### src/rtl/accum_rmw_ctrl.sv
// rtl/accum_rmw_ctrl.sv - lane-wise saturating read-modify-write controller for the BRAM accumulator
module accum_rmw_ctrl #(
   parameter int ADDR_WIDTH = 8,
   parameter int DATA_WIDTH = 64,
   parameter int LANE_WIDTH = 16
) (
   input  logic                  clk,
   input  logic                  rst_n,
   input  logic                  i_valid,
   input  logic [ADDR_WIDTH-1:0] i_addr,
   input  logic [DATA_WIDTH-1:0] i_data,
   input  logic                  i_first,
   input  logic                  i_last,
   input  logic                  i_clear,
   output logic                  o_ready,
   output logic                  o_rd_en,
   output logic [ADDR_WIDTH-1:0] o_rd_addr,
   input  logic [DATA_WIDTH-1:0] i_rd_data,
   output logic                  o_wr_en,
   output logic [ADDR_WIDTH-1:0] o_wr_addr,
   output logic [DATA_WIDTH-1:0] o_wr_data,
   output logic                  o_out_valid,
   output logic [ADDR_WIDTH-1:0] o_out_addr,
   output logic [DATA_WIDTH-1:0] o_out_data,
   output logic                  o_busy
);

   localparam int LANES = DATA_WIDTH / LANE_WIDTH;

   typedef enum logic [1:0] {
      RUN   = 2'd0,
      FLUSH = 2'd1,
      CLEAR = 2'd2
   } state_t;

   state_t state, next_state;
   logic   flush_done;

   // S1: operation captured in the issue cycle, computed while its read returns
   logic                  s1_valid;
   logic [ADDR_WIDTH-1:0] s1_addr;
   logic [DATA_WIDTH-1:0] s1_data;
   logic                  s1_first;
   logic                  s1_last;

   // S2 op flag: o_wr_en also carries clear writes, which must never be forwarded
   logic                  s2_valid;

   // S3: the write that hit the RAM last cycle; a read issued on that same edge saw stale data
   logic                  s3_valid;
   logic [ADDR_WIDTH-1:0] s3_addr;
   logic [DATA_WIDTH-1:0] s3_data;

   logic [DATA_WIDTH-1:0] old_data;
   logic [DATA_WIDTH-1:0] sum_data;
   logic [ADDR_WIDTH-1:0] clr_addr_next;

   assign o_ready   = (state == RUN);
   assign o_rd_en   = i_valid & o_ready;
   assign o_rd_addr = i_addr;
   assign o_busy    = (state != RUN) | s1_valid | s2_valid;

   // clear writes walk the address space using the write-address register itself as the counter
   assign clr_addr_next = (state == CLEAR) ? o_wr_addr + ADDR_WIDTH'(1) : '0;

   // state register; flush_done marks the second FLUSH cycle, by which time the last accepted op has left S1
   always_ff @(posedge clk or negedge rst_n) begin
      if (!rst_n) begin
         state      <= RUN;
         flush_done <= 1'b0;
      end else begin
         state      <= next_state;
         flush_done <= (state == FLUSH);
      end
   end

   // next-state: RUN -> FLUSH on clear request, FLUSH -> CLEAR once drained, CLEAR -> RUN after the top address
   always_comb begin
      next_state = state;
      case (state)
         RUN:     if (i_clear) next_state = FLUSH;
         FLUSH:   if (flush_done && !s1_valid) next_state = CLEAR;
         CLEAR:   if (o_wr_addr == {ADDR_WIDTH{1'b1}}) next_state = RUN;
         default: next_state = RUN;
      endcase
   end

   // S1 capture of the accepted operation
   always_ff @(posedge clk or negedge rst_n) begin
      if (!rst_n) begin
         s1_valid <= 1'b0;
         s1_addr  <= '0;
         s1_data  <= '0;
         s1_first <= 1'b0;
         s1_last  <= 1'b0;
      end else begin
         s1_valid <= o_rd_en;
         if (o_rd_en) begin
            s1_addr  <= i_addr;
            s1_data  <= i_data;
            s1_first <= i_first;
            s1_last  <= i_last;
         end
      end
   end

   // old-value select: overwrite, then newest in-flight write, then last-cycle write, then RAM
   always_comb begin
      old_data = i_rd_data;
      if (s1_first)
         old_data = '0;
      else if (s2_valid && (o_wr_addr == s1_addr))
         old_data = o_wr_data;
      else if (s3_valid && (s3_addr == s1_addr))
         old_data = s3_data;
   end

   // per-lane signed add with saturation; one guard bit per lane detects overflow
   always_comb begin
      logic [LANE_WIDTH-1:0] lane_a;
      logic [LANE_WIDTH-1:0] lane_b;
      logic [LANE_WIDTH:0]   lane_w;
      sum_data = '0;
      lane_a   = '0;
      lane_b   = '0;
      lane_w   = '0;
      for (int l = 0; l < LANES; l++) begin
         lane_a = old_data[l*LANE_WIDTH +: LANE_WIDTH];
         lane_b = s1_data[l*LANE_WIDTH +: LANE_WIDTH];
         lane_w = {lane_a[LANE_WIDTH-1], lane_a} + {lane_b[LANE_WIDTH-1], lane_b};
         if (lane_w[LANE_WIDTH] != lane_w[LANE_WIDTH-1])
            sum_data[l*LANE_WIDTH +: LANE_WIDTH] = lane_w[LANE_WIDTH] ?
               {1'b1, {(LANE_WIDTH-1){1'b0}}} : {1'b0, {(LANE_WIDTH-1){1'b1}}};
         else
            sum_data[l*LANE_WIDTH +: LANE_WIDTH] = lane_w[LANE_WIDTH-1:0];
      end
   end

   // S2: registered write port and final-sum output; clear writes take over the port while clearing
   always_ff @(posedge clk or negedge rst_n) begin
      if (!rst_n) begin
         s2_valid    <= 1'b0;
         o_wr_en     <= 1'b0;
         o_wr_addr   <= '0;
         o_wr_data   <= '0;
         o_out_valid <= 1'b0;
         o_out_addr  <= '0;
         o_out_data  <= '0;
      end else if (next_state == CLEAR) begin
         s2_valid    <= 1'b0;
         o_wr_en     <= 1'b1;
         o_wr_addr   <= clr_addr_next;
         o_wr_data   <= '0;
         o_out_valid <= 1'b0;
      end else begin
         s2_valid    <= s1_valid;
         o_wr_en     <= s1_valid;
         o_wr_addr   <= s1_addr;
         o_wr_data   <= sum_data;
         o_out_valid <= s1_valid & s1_last;
         o_out_addr  <= s1_addr;
         o_out_data  <= sum_data;
      end
   end

   // S3 follows the op write of the previous cycle; emptied on clear so stale sums cannot resurface
   always_ff @(posedge clk or negedge rst_n) begin
      if (!rst_n) begin
         s3_valid <= 1'b0;
         s3_addr  <= '0;
         s3_data  <= '0;
      end else if (next_state == CLEAR) begin
         s3_valid <= 1'b0;
      end else begin
         s3_valid <= s2_valid;
         s3_addr  <= o_wr_addr;
         s3_data  <= o_wr_data;
      end
   end

endmodule

### config.mk
export PLATFORM = sky130hd
export DESIGN_NAME = accum_rmw_ctrl
export DESIGN_NICKNAME = d
export VERILOG_FILES = /design/src/rtl/accum_rmw_ctrl.sv
export SDC_FILE = /design/constraint.sdc
export NUM_CORES = 1
export LEC_CHECK = 0
export CAP_MARGIN = 5
export CORE_ASPECT_RATIO = 1.5
export CORE_MARGIN = 1
export CORE_UTILIZATION = 41
export DETAILED_ROUTE_END_ITERATION = 16
export PLACE_DENSITY = 0.65
export SYNTH_ARGS = -nofsm -noshare
export SYNTH_HDL_FRONTEND = slang
export SYNTH_SLANG_ARGS = --single-unit
### constraint.sdc
create_clock -name clk -period 6.2 [get_ports clk]
set_clock_uncertainty 0.1 [all_clocks]
set_input_delay 0.62 -clock clk [delete_from_list [all_inputs] [get_ports clk]]
set_output_delay 0.62 -clock clk [all_outputs]
set_load 0.02 [all_outputs]
==> results.md <==
* Status: finished, final reports clean
* Fill count at 3334
* Synth Net Count at 1786
* Wire length of the first global-routing pass at 70.5 mm
* Gate count of the mapped netlist at around 1600
* P per Cell Area at approximately 660 nW/um2
* Buffers from clock root to sink, at most at 3
* Overall Global Routing Usage at 23.1%
* Reg clk slew, reported paths at 0.07 ns
* Final weighted congestion in routability-driven placement at between 0.9 and 1
* Average cell area after synthesis at 9.92 um2
* Overflow left after global routing at 0
* Highest attainable clock frequency at 0.181 GHz
* Pin count of the biggest net entering global routing at 156
* Fin crit period at 5.52 ns
* Least setup slack across all paths after layout at 0.678 ns
* Final total negative setup slack at 0 ns
* Floorplan die area at 38900 um2
* Critical Path Sink Type: register
* Crit path kind: register to register
* Synthesis-to-layout area growth at 28.6%
* Via/cell ratio at 5.43
* CTS tree: yes
* Sequential-to-total area share from yosys stat at 47.7%
* Overall die height at 241 um
* Number of buffers inserted during clock tree synthesis at 30
* CP Data Required Time at 6.57 ns
* Antenna violations before repair at 1
* X dimension of the die at 161 um
* Count of antenna-violating nets left after detailed routing at 0
* Number of enable flip-flop cells after synthesis at 0
* Number of register bits inferred by synthesis at roughly 300
* Setup repair after global routing missed its margin: false
* Number of unique standard cell types used by synthesis at 68
* Worst EP arrival at 5.90 ns
* Site Rows at 87
* Most frequent cells in the layout: sky130_fd_sc_hd__dfrtp_1, sky130_fd_sc_hd__clkdlybuf4s50_1, sky130_fd_sc_hd__nand2_1
* Warning count from the yosys run at 0
* Final non-filler cell area at 20100 um2
* Most used flip-flop cell after synthesis: sky130_fd_sc_hd__dfrtp_1
* Via count of the first global-routing pass at 12900
* Final worst-path cycle share at between 80% and 90%
* Clock latency of the later-clocked register in the worst-skew pair at 0.57 ns
* Routed length per instance at between 15 and 20 um
* Effective utilization at floorplan at 41.6%
* Share of final-layout standard cells stronger than drive strength 1 at about a tenth
* Post-placement worst setup slack at 0.796 ns
* Peak ir drop on the vdd network at 384 uV
* Leakage power total at about 0.009 uW
* Routed wire length at 45.0 mm
* Number of gates given a new drive strength after cts at 0
* Detailed-routing iteration count for the pre-antenna-repair pass at 5
* # IOs at 299
* Post-route DRC violation count at 0
* Hold crit path type: register to register
* Root Driver: sky130_fd_sc_hd__clkbuf_16
* Startpoint class of the critical path: register
* Via total after detailed routing at 12700
* Slew headroom at 35.8%
* Count of H-tree levels built during CTS at 1
* MaxCap Viol Count at 0
* Number of hold violations in the final report at 0
* Count of buffers from port buffering at 298
* Maximum fanout along the worst path at 45
* Max Slew Vio Count at 0
* Sink count of the clock tree at a little under 300
* DP HPWL at between 30 and 40 mm
* Share of synthesized flip-flops with an asynchronous set or reset at 100%
* First-iteration detailed-routing DRC count at 635
* Final Setup Violations at 0
* Cell area reported after detailed placement at 19000 um2
* Nets at approximately 2000
* Worst Max-Slew Pin Slew at roughly 0.96 ns
* Std-Cell Core Area at 37600 um2
* Netlist Area Pre-Place at 15600 um2
area by class of cell:
class | instances | area (um2) | share of cell area (%)
multi-input combinational | 1156 | 7660 | 38.1
tap | 489 | 612 | 3.05
clock buffer | 41 | 873 | 4.35
inverter | 28 | 110 | 0.548
timing repair buffer | 319 | 3190 | 15.9
antenna | 1 | 2.50 | 0.0125
clock inverter | 15 | 189 | 0.940
sequential | 298 | 7460 | 37.1
cells by family after synthesis:
family	after synthesis	synth area share [%]
fa+ha+maj	69	5.72
compound gates	362	15.6
buf+inv	121	3.40
simple gates	526	14.7
flops	298	47.7
mux	137	9.34
xor+xnor	62	3.48
cells in the mapped netlist, drive strengths merged, types with 3 or more instances:
cell type  instances  share of area (%)
nor2b             11               0.44
and3              11               0.44
inv               28               0.67
o31a               4               0.22
a21oi             92                3.0
mux2i             66                4.2
a21o              69                3.3
nand2b            10               0.40
ha                65                5.2
o211ai            16               0.77
and2              10               0.40
xor2              28                1.6
mux2              71                5.1
nor2             112                2.7
nand4              5               0.20
nor3              20               0.64
fa                 4               0.51
clkbuf            56                1.4
a31oi              6               0.24
nand2            287                6.9
a31o               6               0.34
o21ai             51                1.7
a221oi             3               0.21
nand3             32                1.3
dfrtp            298                 48
nor4               4               0.16
o21bai             5               0.26
a211o              3               0.17
buf               37                1.4
or3               10               0.40
o2111ai            3               0.17
or2                3               0.12
and4               3               0.17
o21a              22                1.1
a211oi            69                3.4
xnor2             34                1.9
registers in the layout, indices dropped and copies added, names as in the netlist, 2 cells and up:
name,count
o_wr_addr,8
o_wr_data,64
s1_data,64
s1_addr,8
state,2
s3_data,64
s3_addr,8
o_out_addr,8
o_out_data,64
metrics by stage:
stage / cells / total power (uW) / hold WS [ns] / utilization [%]
4_1_cts: 2345 / 13300 / 0.377 / 53.5
6_report: 2347 / 13200 / 0.370 / 53.5
5_1_grt: 2347 / 14100 / 0.388 / 53.5
3_5_place_dp: 2288 / 11300 / 0.362 / 50.6
3_3_place_gp: 2288 / 11100 / 0.357 / 50.6
2_1_floorplan: 1575 / 8660 / 0.224 / -
what timing repair did:
action,in CTS,in global routing
hold buffers,1,0
endpoints found under the setup margin,0,0
hold endpoints to repair,80,0
buffers inserted,0,0
where the power goes:
part / switching (uW) / internal, uW / leakage, uW / total (uW)
combinational: 4100 / 3220 / 0.00488 / 7320
clock: 786 / 1150 / 0.000527 / 1940
sequential: 844 / 3060 / 0.00356 / 3900
total: 5730 / 7440 / 0.00896 / 13200
final timing paths:
check                           slack (ns)    startpoint            end  depth (start not counted)
worst max-delay path                  0.68  o_wr_addr[6]  o_out_data[8]                         17
worst min-delay path                  0.37    s3_data[8]     s3_data[8]                          2
worst max register to register        0.68  o_wr_addr[6]  o_out_data[8]                         17
worst min register to register        0.37    s3_data[8]     s3_data[8]                          2
max in group asynchronous             4.15         rst_n  o_wr_data[23]                          3
min in group asynchronous             0.50         rst_n    s3_data[42]                          2
critical path: stages, from the launching register on:
cell                       delay (ns)
sky130_fd_sc_hd__dfrtp_1         0.46
sky130_fd_sc_hd__xnor2_1         0.20
sky130_fd_sc_hd__nand4_1         0.10
sky130_fd_sc_hd__nor4_1          0.41
sky130_fd_sc_hd__nand3_4         0.39
sky130_fd_sc_hd__buf_4           0.42
sky130_fd_sc_hd__and2_0          0.20
sky130_fd_sc_hd__or3_1           0.39
sky130_fd_sc_hd__inv_1           0.08
sky130_fd_sc_hd__ha_1            0.23
sky130_fd_sc_hd__a211oi_1        0.29
sky130_fd_sc_hd__o211ai_1        0.23
sky130_fd_sc_hd__a41oi_2         0.33
sky130_fd_sc_hd__o21bai_1        0.17
sky130_fd_sc_hd__and3_1          0.22
sky130_fd_sc_hd__a32oi_1         0.52
sky130_fd_sc_hd__o21ai_2         0.36
sky130_fd_sc_hd__o21ai_0         0.28
layer usage:
metal	up-vias	part of all wire, %	wire length [um]	global-route usage, %
met4	0	3.3	1500	8.69
li1	6022	-	-	-
met1	6286	40	18100	27.6
met3	74	4.2	1900	2.44
met2	355	52	23600	42.7
met5	-	0	0	0
Power figures use the tool's default switching activity.
